File: src/rtl/fetch_sequencer_pkg.sv
// Shared types and constants for the fetch stage.
package fetch_sequencer_pkg;

  typedef enum logic [1:0] {
    IDLE,
    REQ,
    WAIT,
    DISCARD
  } fetch_state_t;

  typedef struct packed {
    logic [31:0] pc;
    logic [31:0] instr;
  } fetch_entry_t;

  localparam logic [31:0] INSTR_BYTES = 32'd4;

endpackage

File: src/rtl/fetch_sequencer_buffer.sv
// Fetch FIFO: holds {pc, instr} pairs between instruction memory and decode.
// A pop frees its slot before a same-cycle push; flush overrides push and pop.
module fetch_buffer
  import fetch_sequencer_pkg::*;
#(
  parameter int unsigned DEPTH = 2
) (
  input  logic                       clk,
  input  logic                       reset,
  input  logic                       push,
  input  fetch_entry_t               push_data,
  input  logic                       pop,
  input  logic                       flush,
  output fetch_entry_t               head,
  output logic [$clog2(DEPTH):0]     count,
  output logic                       full,
  output logic                       empty
);

  localparam int unsigned AW = $clog2(DEPTH);
  localparam int unsigned CW = AW + 1;

  fetch_entry_t    mem [DEPTH];
  logic [AW-1:0]   rd_ptr;
  logic [AW-1:0]   wr_ptr;
  logic            do_push;
  logic            do_pop;

  assign empty   = (count == '0);
  assign full    = (count == CW'(DEPTH));
  assign do_pop  = pop & ~empty;
  assign do_push = push & (~full | do_pop);
  assign head    = empty ? '0 : mem[rd_ptr];

  // Pointer and occupancy bookkeeping.
  always_ff @(posedge clk) begin
    if (!reset) begin
      rd_ptr <= '0;
      wr_ptr <= '0;
      count  <= '0;
    end else if (flush) begin
      rd_ptr <= '0;
      wr_ptr <= '0;
      count  <= '0;
    end else begin
      if (do_push) wr_ptr <= wr_ptr + AW'(1);
      if (do_pop)  rd_ptr <= rd_ptr + AW'(1);
      case ({do_push, do_pop})
        2'b10:   count <= count + CW'(1);
        2'b01:   count <= count - CW'(1);
        default: count <= count;
      endcase
    end
  end

  // Entry storage; contents only matter while counted as occupied.
  always_ff @(posedge clk) begin
    if (reset && !flush && do_push) begin
      mem[wr_ptr] <= push_data;
    end
  end

endmodule

File: src/rtl/fetch_sequencer.sv
// Fetch stage sequencer: owns the PC, issues one instruction-memory request
// at a time and queues returned {pc, instr} pairs for decode.
module fetch_sequencer
  import fetch_sequencer_pkg::*;
#(
  parameter logic [31:0] RESET_PC  = 32'h0000_0000,
  parameter int unsigned BUF_DEPTH = 2
) (
  input  logic        clk,
  input  logic        reset,
  input  logic        fetch_enable,
  input  logic        redirect_valid,
  input  logic [31:0] redirect_pc,
  output logic        imem_req_valid,
  input  logic        imem_req_ready,
  output logic [31:0] imem_req_addr,
  input  logic        imem_resp_valid,
  input  logic [31:0] imem_resp_instr,
  output logic        if_valid,
  input  logic        if_ready,
  output logic [31:0] if_pc,
  output logic [31:0] if_instr
);

  localparam int unsigned CW = $clog2(BUF_DEPTH) + 1;

  fetch_state_t  state;
  fetch_state_t  state_next;
  logic [31:0]   pc;
  logic [31:0]   pc_next;
  logic [31:0]   redirect_aligned;
  logic          outstanding;
  logic          outstanding_next;
  logic          push;
  logic          pop;
  logic          space;
  logic [CW:0]   occupancy;
  logic [CW-1:0] buf_count;
  logic          buf_full;
  logic          buf_empty;
  fetch_entry_t  push_entry;
  fetch_entry_t  head;

  assign redirect_aligned = redirect_pc & ~32'h3;
  assign occupancy        = {1'b0, buf_count} + {{CW{1'b0}}, outstanding};
  assign space            = (occupancy < (CW+1)'(BUF_DEPTH));
  assign pop              = ~buf_empty & if_ready;
  assign push_entry       = '{pc: pc, instr: imem_resp_instr};

  assign imem_req_valid = (state == REQ);
  assign imem_req_addr  = {pc[31:2], 2'b00};
  assign if_valid       = ~buf_empty;
  assign if_pc          = head.pc;
  assign if_instr       = head.instr;

  fetch_buffer #(
    .DEPTH (BUF_DEPTH)
  ) u_buffer (
    .clk       (clk),
    .reset     (reset),
    .push      (push),
    .push_data (push_entry),
    .pop       (pop),
    .flush     (redirect_valid),
    .head      (head),
    .count     (buf_count),
    .full      (buf_full),
    .empty     (buf_empty)
  );

  // State, PC and outstanding-request registers.
  always_ff @(posedge clk) begin
    if (!reset) begin
      state       <= IDLE;
      pc          <= RESET_PC;
      outstanding <= 1'b0;
    end else begin
      state       <= state_next;
      pc          <= pc_next;
      outstanding <= outstanding_next;
    end
  end

  // Next-state, PC update and FIFO push; redirect wins in every state.
  always_comb begin
    state_next       = state;
    pc_next          = pc;
    outstanding_next = outstanding;
    push             = 1'b0;
    case (state)
      IDLE: begin
        if (redirect_valid) begin
          pc_next = redirect_aligned;
        end else if (fetch_enable && space) begin
          state_next = REQ;
        end
      end
      REQ: begin
        if (imem_req_ready) begin
          outstanding_next = 1'b1;
        end
        if (redirect_valid) begin
          pc_next = redirect_aligned;
          if (imem_req_ready) state_next = DISCARD;
        end else if (imem_req_ready) begin
          state_next = WAIT;
        end
      end
      WAIT: begin
        if (redirect_valid) begin
          pc_next = redirect_aligned;
          if (imem_resp_valid) begin
            outstanding_next = 1'b0;
            state_next       = REQ;
          end else begin
            state_next = DISCARD;
          end
        end else if (imem_resp_valid) begin
          push             = 1'b1;
          outstanding_next = 1'b0;
          pc_next          = pc + INSTR_BYTES;
          // space still counts the outstanding slot, which equals the
          // occupancy after this push lands.
          state_next       = (fetch_enable && space) ? REQ : IDLE;
        end
      end
      DISCARD: begin
        if (redirect_valid) begin
          pc_next = redirect_aligned;
        end
        // A response coinciding with a further redirect still retires the
        // stale request, otherwise nothing would ever leave DISCARD.
        if (imem_resp_valid) begin
          outstanding_next = 1'b0;
          state_next       = fetch_enable ? REQ : IDLE;
        end
      end
      default: begin
        state_next = IDLE;
      end
    endcase
  end

  // Space accounting guarantees the FIFO never overflows.
  no_overflow: assert property (@(posedge clk) disable iff (!reset)
    (push && !redirect_valid) |-> (!buf_full || pop));

endmodule

File: config.mk
export PLATFORM = sky130hd
export DESIGN_NAME = fetch_sequencer
export DESIGN_NICKNAME = d
export VERILOG_FILES = /design/src/rtl/fetch_sequencer_pkg.sv /design/src/rtl/fetch_sequencer_buffer.sv /design/src/rtl/fetch_sequencer.sv
export SDC_FILE = /design/constraint.sdc
export NUM_CORES = 1
export LEC_CHECK = 0
export CAP_MARGIN = 30
export CORE_MARGIN = 5
export CORE_UTILIZATION = 53
export CTS_CLUSTER_DIAMETER = 60
export DETAILED_ROUTE_END_ITERATION = 6
export PLACE_DENSITY_LB_ADDON = 0.15
export SETUP_SLACK_MARGIN = 0.4
export SLEW_MARGIN = 20
export SYNTH_ARGS = -nofsm -noshare
export SYNTH_HDL_FRONTEND = slang
export SYNTH_SLANG_ARGS = --single-unit
File: constraint.sdc
create_clock -name clk -period 11.3 [get_ports clk]
set_input_delay 1.13 -clock clk [delete_from_list [all_inputs] [get_ports clk]]
set_output_delay 1.13 -clock clk [all_outputs]
set_load 0.02 [all_outputs]
==> results of run 1 <==
[how the worst max path moves through the flow]
stage,slack [ns],endpoint,cells past startpoint,startpoint
after floorplan,4.66,u_buffer.mem[0][0],5,redirect_valid
after global placement,7.22,u_buffer.mem[1][36],6,redirect_valid
after detailed placement,7.14,u_buffer.mem[1][35],6,redirect_valid
after CTS,7.59,u_buffer.mem[1][10],6,redirect_valid
after global routing,7.38,u_buffer.mem[1][8],6,redirect_valid
final,7.53,u_buffer.mem[1][14],6,redirect_valid
[per-stage QoR]
stage	hold WS, ns	cell area, um^2	worst slack (ns)	utilization [%]	instances
2_1_floorplan	0.478	6970	4.66	-	561
3_3_place_gp	0.497	8720	7.22	68.5	866
3_5_place_dp	0.509	8750	7.14	68.8	868
4_1_cts	0.524	9350	7.59	73.5	900
5_1_grt	0.553	9350	7.38	73.5	900
6_report	0.524	9350	7.53	73.5	900
[kinds of logic after synthesis]
kind of cell / Yosys count / synth area share (%)
and+or+nand+nor: 184 / 13.5
DFF: 162 / 64.5
AOI/OAI and AO/OA: 89 / 8.35
muxes: 64 / 9.23
buffers and inverters: 46 / 2.73
xor gates and xnor gates: 10 / 1.26
adders and majority gates: 2 / 0.360
other: 1 / 0.0539
[cells in the final DEF, fill, tap and decap left out, types with 2 or more instances in the layout]
master and n:
o311ai_0 2, nand4_1 9, and3_1 5, bufinv_16 4, nor2b_1 3, buf_4 7
nor2_1 77, or4_1 10, o221ai_1 2, and2_1 6, a21oi_1 16, conb_1 4
o21ai_0 23, a211oi_1 4, a311oi_1 4, a22oi_1 2, a21o_1 2, xnor2_1 6
edfxtp_1 124, nand2_1 19, nor3_1 9, clkinv_2 2, o211a_1 2, nor4_1 8
xor2_1 4, o31ai_1 8, or3_1 4, inv_1 10, dfxtp_1 37, clkdlybuf4s50_1 162
and4_1 7, o311a_1 2, o21a_1 2, nand3_1 14, clkbuf_16 17, ha_1 2
a31oi_1 12, mux2i_1 63, clkinv_1 6
[worst max-delay path, stage by stage]
cell and delay, ns:
clkdlybuf4s50_1 0.39, buf_4 0.22, nand4bb_1 0.66, a21oi_1 0.47
and3_2 0.22, buf_4 0.66
[layer usage]
metal	GRT usage, %	vias to the layer above
met4	8.58	0
met2	36.8	203
li1	-	2416
met1	27.8	2483
met5	0	-
met3	5.87	29
[sequential cells by signal, summed over array words and instances, names as in the netlist, named ones only]
name             count
u_buffer.mem       124
u_buffer.rd_ptr      1
u_buffer.wr_ptr      1
u_buffer.count       2
outstanding          1
pc                  30
state                2
[power by group]
part / total, W / switching (W) / leakage, nW / internal [W]
combinational: 0.0000909 / 0.0000427 / 1.27 / 0.0000482
clock: 0.000581 / 0.000217 / 0.289 / 0.000364
sequential: 0.000670 / 0.0000191 / 1.44 / 0.000651
[layout make-up]
| class | instances | area, um^2 |
|---|---|---|
| clock buffers | 18 | 429 |
| clock inverters | 14 | 169 |
| fillers | 927 | 3370 |
| inverters | 10 | 37.5 |
| multi-input cells | 353 | 2310 |
| flip-flops and latches | 162 | 4490 |
| well taps | 172 | 215 |
| repair buffers | 171 | 1700 |
==> impl_metrics.tcl, run 1 <==
set metrics [dict create \
    outcome "complete, no violations" \
    firstDrtPassIters 5 \
    synth_cell_types 55 \
    cts_made_buffers 17 \
    cellPowerDensity_nw_per_um2 144 \
    core_area_um2 12700 \
    fin_skew_ns 0.00413 \
    chipWidth_um 125 \
    worst_pin_slew_ns 0.873 \
    power_w 0.00134 \
    clk_pin_slew_ns 0.06 \
    hp-start "u_buffer.rd_ptr" \
    drive_above_1_share_pct 5.91 \
    r2r_slack_ns 8.40 \
    nNetsFinal 788 \
    overflow 0 \
    post_cts_buffers 0 \
    globalplace.congestion 0.851 \
    synth.avg_cell_area_um2 12.5 \
    grt_max_degree 63 \
    synthCells 558 \
    drt_wl_total_um 17300 \
    clock_path_buffers 2 \
    wl_met2_um 8700 \
    synth_seq_cells 162 \
    dr_wl_met3_um 1160 \
    wire_per_inst_um 19.3 \
    synthArstFlopShare_pct 0 \
    rsz0062_at_grt "no" \
    ys.flop_type "edfxtp_1" \
    top_layer_used "met4" \
    leakagePower_nw 3.00 \
    synth-warning-count 0 \
    post-synth-top-count-cell "edfxtp_1" \
    synthTopCellsByArea "edfxtp_1 54%, dfxtp_1 11%, mux2i_1 9.1%, nor2_1 4.2%, o21ai_0 1.7%" \
    h-tree-depth 4 \
    hold_violations 0 \
    vias 5131 \
    diodes 0 \
    worst_setup_path_start_kind "input port" \
    holdBufCountCts 0 \
    r2r-start "state[1]" \
    worstPathRequired_ns 11.34 \
    crit_arrival_ns 3.81 \
    drt_iter0_drc 463 \
    yosysTopAreaCell "edfxtp_1" \
    hold_class "flip-flop to flip-flop" \
    port_buffers 162 \
    num_rows 41 \
    grt_pass1_vias 5225 \
    tns_ns 0 \
    track_usage_pct 22.2 \
    worstReg2RegEnd "u_buffer.mem[1][14]" \
    synth_edf_count 124 \
    cp_max_fo 62 \
    fp.dieH_um 125 \
    via_per_inst 5.70 \
    slew_viol_final 0 \
    die-area_um2 15500 \
    grt_antenna_before_repair 0 \
    post-route-min-period_ns 3.77 \
    cts-resized-gates 0 \
    ios 169 \
    yosys.area.top_type_share_pct 53.5 \
    clock-sinks 162 \
    maxSlewHeadroom_pct 41.8 \
    drc_errors 0 \
    syn_to_final_growth_pct 34.4 \
    period_share_pct 33.4 \
    yosysSeqAreaShare_pct 64.5 \
    path_class "input port to flip-flop" \
    fmax_ghz 0.265 \
    ir_drop_mv 0.119 \
    clock_latency_ns 0.41 \
    synth_area_um2 6950 \
    synth_common_cells "124 x edfxtp_1, 78 x nor2_1, 63 x mux2i_1" \
    tritoncts "built" \
    place_hpwl_um 11600 \
    worstSetupEndpointType "flip-flop" \
    worst-r2r-cell-count 4 \
    ant_nets 0 \
    initial_utilization_pct 54.7 \
    min_path_cells 2 \
    ctsRootBufferMaster "clkbuf_16" \
    wl_met1_um 7080 \
    finalSetupViolCount 0 \
    drv_cap 0 \
    grt_pass1_wl_um 27400 \
]
Power figures use the tool's default switching activity.
==> run 2: changes to the inputs <==
Settings changed: CORE_UTILIZATION 53 to 50.
Clock period 11.3 ns to 3.6 ns, I/O delays scaled along.
==> run 2 against run 1 <==
  * Largest power group unchanged
  * Clock power grew to 3.0 times the previous value
  * Worst setup slack lost 6.7 ns
  * Cell count is 1.3% higher
  * Total power grew to 3.1 times the previous value
  * Routed wire length shrank 2.9%
  * Clock skew grew 0.0024 ns
  * Core utilization is 5.4 points lower
  * Global-route usage is 1.5 points lower
  * Clock-buffer cell count grew 3
  * Sequential share of layout area shrank 0.12 points
==> impl_metrics.tcl, run 2 (synthesized netlist as in run 1, its figures left out) <==
set metrics [dict create \
    port_buffers 162 \
    firstDrtPassIters 5 \
    path_class "flip-flop to output port" \
    layout_commonest_cell "clkdlybuf4s50_1" \
    ant_nets 0 \
    finalWorstSetupSlack_ns 0.842 \
    slew_viol_final 0 \
    via_per_inst 5.58 \
    leakagePower_nw 3.00 \
    worst-r2r-cell-count 5 \
    largest_reg_flops 124 \
    worstSetupEndpointType "output port" \
    regMostFlops "u_buffer.mem" \
    globalplace.congestion 0.859 \
    cellPowerDensity_nw_per_um2 443 \
    h-tree-depth 4 \
    overflow 0 \
    place_hpwl_um 11600 \
    track_usage_pct 20.7 \
    drv_cap 0 \
    post-route-min-period_ns 2.76 \
    drc_errors 0 \
    dr_wl_met3_um 1150 \
    wl_met2_um 8480 \
    crit_arrival_ns 2.40 \
    period_share_pct 76.6 \
    final_cell_mix "162 x clkdlybuf4s50_1, 124 x edfxtp_1, 77 x nor2_1" \
    post_cts_buffers 0 \
    num_rows 43 \
    worst_pin_slew_ns 0.830 \
    min_path_cells 3 \
    wire_per_inst_um 18.4 \
    ios 169 \
    clock_path_buffers 2 \
    finalSetupViolCount 0 \
    vias 5090 \
    top_layer_used "met4" \
    hold_violations 0 \
    wl_met1_um 6950 \
    worstPathRequired_ns 3.24 \
    initial_utilization_pct 50.5 \
    top_regs "u_buffer.mem: 124 flops, pc: 30 flops" \
    syn_to_final_growth_pct 34.8 \
    cp_max_fo 30 \
    pre_cts_slack_ns 0.606 \
    grt_pass1_wl_um 26500 \
    ctsRootBufferMaster "clkbuf_16" \
    drt_iter0_drc 410 \
    holdBufCountCts 0 \
    die-area_um2 16400 \
    cts_made_buffers 17 \
    fp.dieH_um 128 \
    cts-resized-gates 0 \
    worst_setup_path_start_kind "flip-flop" \
    ir_drop_mv 0.355 \
    tns_ns 0 \
    outcome "complete, no violations" \
    grt_antenna_before_repair 0 \
    clock_latency_ns 0.41 \
    grt_max_degree 53 \
    clock-sinks 162 \
    fillers 1071 \
    chipWidth_um 128 \
    maxSlewHeadroom_pct 44.2 \
    rsz0062_at_grt "no" \
    nNetsFinal 792 \
    drt_wl_total_um 16800 \
    clk_pin_slew_ns 0.06 \
    grt_pass1_vias 5101 \
    fin_skew_ns 0.00656 \
    fmax_ghz 0.363 \
    hold_class "input port to flip-flop" \
    core_area_um2 13800 \
    tritoncts "built" \
    drive_above_1_share_pct 6.56 \
    diodes 0 \
]
## run 2: cell types whose count changed in the layout (fill, tap and decap cells not counted)
cell	before	now
bufinv_16	4	3
clkinv_1	6	1
nor3b_2	1	0
clkinvlp_4	1	3
nor3_4	0	1
clkbuf_1	1	4
buf_4	7	11
nor3b_1	1	2
nor3_2	1	0
clkinv_2	2	3
## run 2: path summary, 6_finish.rpt
| path | start | endpoint | slack, ns |
|---|---|---|---|
| max reg2reg | state[1] | u_buffer.mem[1][26] | 1.05 |
| min | redirect_pc[6] | pc[6] | 0.51 |
| min reg2reg | u_buffer.rd_ptr | flip-flop | 0.52 |
| max | flip-flop | if_pc[24] | 0.84 |
## run 2: cell type report
class,instances,area [um^2],area share (%)
multi-input combinational,353,2310,24.7
clock buffer,21,440,4.70
tap,180,225,2.40
clock inverter,11,140,1.50
sequential,162,4490,47.9
timing repair buffer,175,1730,18.5
inverter,10,37.5,0.401
## run 2: per-stage QoR
stage	power, W	hold slack, ns	cells	area, um^2	utilization (%)
after detailed placement	0.00242	0.508	880	8790	63.8
after global placement	0.00241	0.498	879	8790	63.8
after floorplan	0.00225	0.459	561	6980	-
final	0.00416	0.511	912	9370	68.0
after global routing	0.00429	0.514	912	9370	68.0
after CTS	0.00418	0.488	912	9370	68.0
## run 2: report_power, final
| part | internal [W] | switching (W) | leakage (nW) |
|---|---|---|---|
| combinational | 0.000152 | 0.000132 | 1.29 |
| sequential | 0.00204 | 0.0000594 | 1.44 |
| clock | 0.00108 | 0.000685 | 0.274 |
| total | 0.00328 | 0.000876 | 3.00 |
## run 2: worst max-delay path: stages, from the launching register on
cell and delay, ns:
dfxtp_4 0.67, buf_4 0.43, mux2i_1 0.13, nor2_1 0.11, clkdlybuf4s50_1 0.62
## run 2: layer usage
layer,global-route usage (%),up-vias
met3,5.25,22
met4,6.87,0
met2,36.0,210
li1,-,2438
met5,0,-
met1,25.1,2420
==> run 3: changes to the inputs <==
Settings changed: CORE_UTILIZATION 50 to 45.
Clock period 3.6 ns to 2.5 ns, I/O delays scaled along.
==> run 3 against run 2 <==
  * Clock power is 54% higher
  * Via count is 2.3% higher
  * Core utilization is 3.7 points lower
  * Global-route usage is 1.3 points lower
  * Critical path type unchanged
  * Largest power group unchanged
==> impl_metrics.tcl, run 3 (synthesized netlist as in run 1, its figures left out) <==
set metrics [dict create \
    layout_commonest_cell "edfxtp_1" \
    ios 169 \
    fmax_ghz 0.503 \
    overflow 0 \
    drc_errors 0 \
    h-tree-depth 4 \
    tritoncts "built" \
    diodes 0 \
    drive_above_1_share_pct 11.5 \
    final_cell_mix "124 x edfxtp_1, 100 x clkdlybuf4s50_1, 77 x nor2_1" \
    largest_reg_flops 124 \
    wire_per_inst_um 18.9 \
    met1_usage_pct 24.6 \
    track_usage_pct 19.4 \
    cp_max_fo 31 \
    grt_antenna_before_repair 0 \
    via_per_inst 5.50 \
    fin_skew_ns 0.0108 \
    chipWidth_um 134 \
    worstPathRequired_ns 2.25 \
    maxSlewHeadroom_pct 64.2 \
    holdBufCountCts 0 \
    initial_utilization_pct 45.7 \
    grt_use_met2_pct 31.9 \
    finalSetupViolCount 0 \
    worstSetupEndpointType "output port" \
    cellPowerDensity_nw_per_um2 633 \
    regMostFlops "u_buffer.mem" \
    die-area_um2 18000 \
    top_regs "u_buffer.mem: 124 flops, pc: 30 flops" \
    globalplace.congestion 0.862 \
    ir_drop_mv 0.520 \
    clk_pin_slew_ns 0.06 \
    post-route-min-period_ns 1.99 \
    ctsRootBufferMaster "clkbuf_16" \
    clock_latency_ns 0.42 \
    core_area_um2 15200 \
    hold_class "input port to flip-flop" \
    fp.dieH_um 134 \
    crit_arrival_ns 1.74 \
    vias 5207 \
    ant_nets 0 \
    clock-sinks 162 \
    tns_ns 0 \
    outcome "complete, no violations" \
    place_hpwl_um 12200 \
    nNetsFinal 818 \
    gr-max-usage-layer "met2" \
    finalWorstSetupSlack_ns 0.511 \
    utilization_pct 64.4 \
    grt_pass1_wl_um 27500 \
    clock_path_buffers 2 \
    dp_cells 910 \
    pre_cts_slack_ns 0.194 \
    num_rows 45 \
    grt_max_degree 63 \
    hold_violations 0 \
    grt_pass1_vias 5194 \
    drt_iter0_drc 290 \
    slew_viol_final 0 \
    power_w 0.00619 \
    syn_to_final_growth_pct 40.8 \
    drt_wl_total_um 17900 \
    cts_made_buffers 17 \
    period_share_pct 79.6 \
    port_buffers 162 \
    firstDrtPassIters 4 \
    rsz0062_at_grt "no" \
    drv_cap 0 \
    worst_pin_slew_ns 0.532 \
    path_class "flip-flop to output port" \
    leakagePower_nw 3.87 \
    use_met3_pct 5.74 \
    fin_cells 946 \
    worst_setup_path_start_kind "flip-flop" \
]
run 3: final timing paths:
kind,cells after the start,slack [ns],end,start
worst min-delay path,3,0.38,pc[6],redirect_pc[6]
worst max-delay path,5,0.51,if_instr[6],u_buffer.count[0]
worst max register to register,5,0.51,pc[24],pc[2]
worst min register to register,0,0.50,u_buffer.mem[0][35],pc[3]
run 3: cell type report:
| cell class | count | area (um^2) |
|---|---|---|
| fill | 1186 | 5410 |
| inverter | 10 | 37.5 |
| multi-input combinational | 353 | 2350 |
| clock buffer | 23 | 468 |
| tap | 188 | 235 |
| timing repair buffer | 201 | 2040 |
| clock inverter | 9 | 155 |
| sequential | 162 | 4500 |
run 3: critical path, stage by stage, from the launching register on:
cell and delay [ns]:
dfxtp_2 0.40, nor2_4 0.07, buf_4 0.16, clkbuf_16 0.21
nor2_1 0.14, dlygate4sd2_1 0.34
run 3: repair_timing:
action / in CTS / in global routing
endpoints found under the setup margin: 63 / 33
cloned: 0 / 1
buffers inserted: 2 / 1
pin swaps: 0 / 2
gates resized for setup: 41 / 32
run 3: routing by layer:
layer	up-vias	part of all wire, %
li1	2482	-
met1	2499	43
met4	0	1.3
met2	205	49
met5	-	0
met3	21	7.5
run 3: report_power, final:
group	internal [W]	leakage [nW]	total [W]	switching (W)
registers	0.00294	1.44	0.00301	0.0000659
logic	0.000241	2.13	0.000466	0.000225
clock network	0.00173	0.301	0.00272	0.000994
run 3: stage by stage:
stage	cell area (um^2)	hold WS, ns
global route	9790	0.396
detailed placement	9050	0.502
global placement	9050	0.499
floorplan	7030	0.349
CTS	9680	0.370
finish	9790	0.381
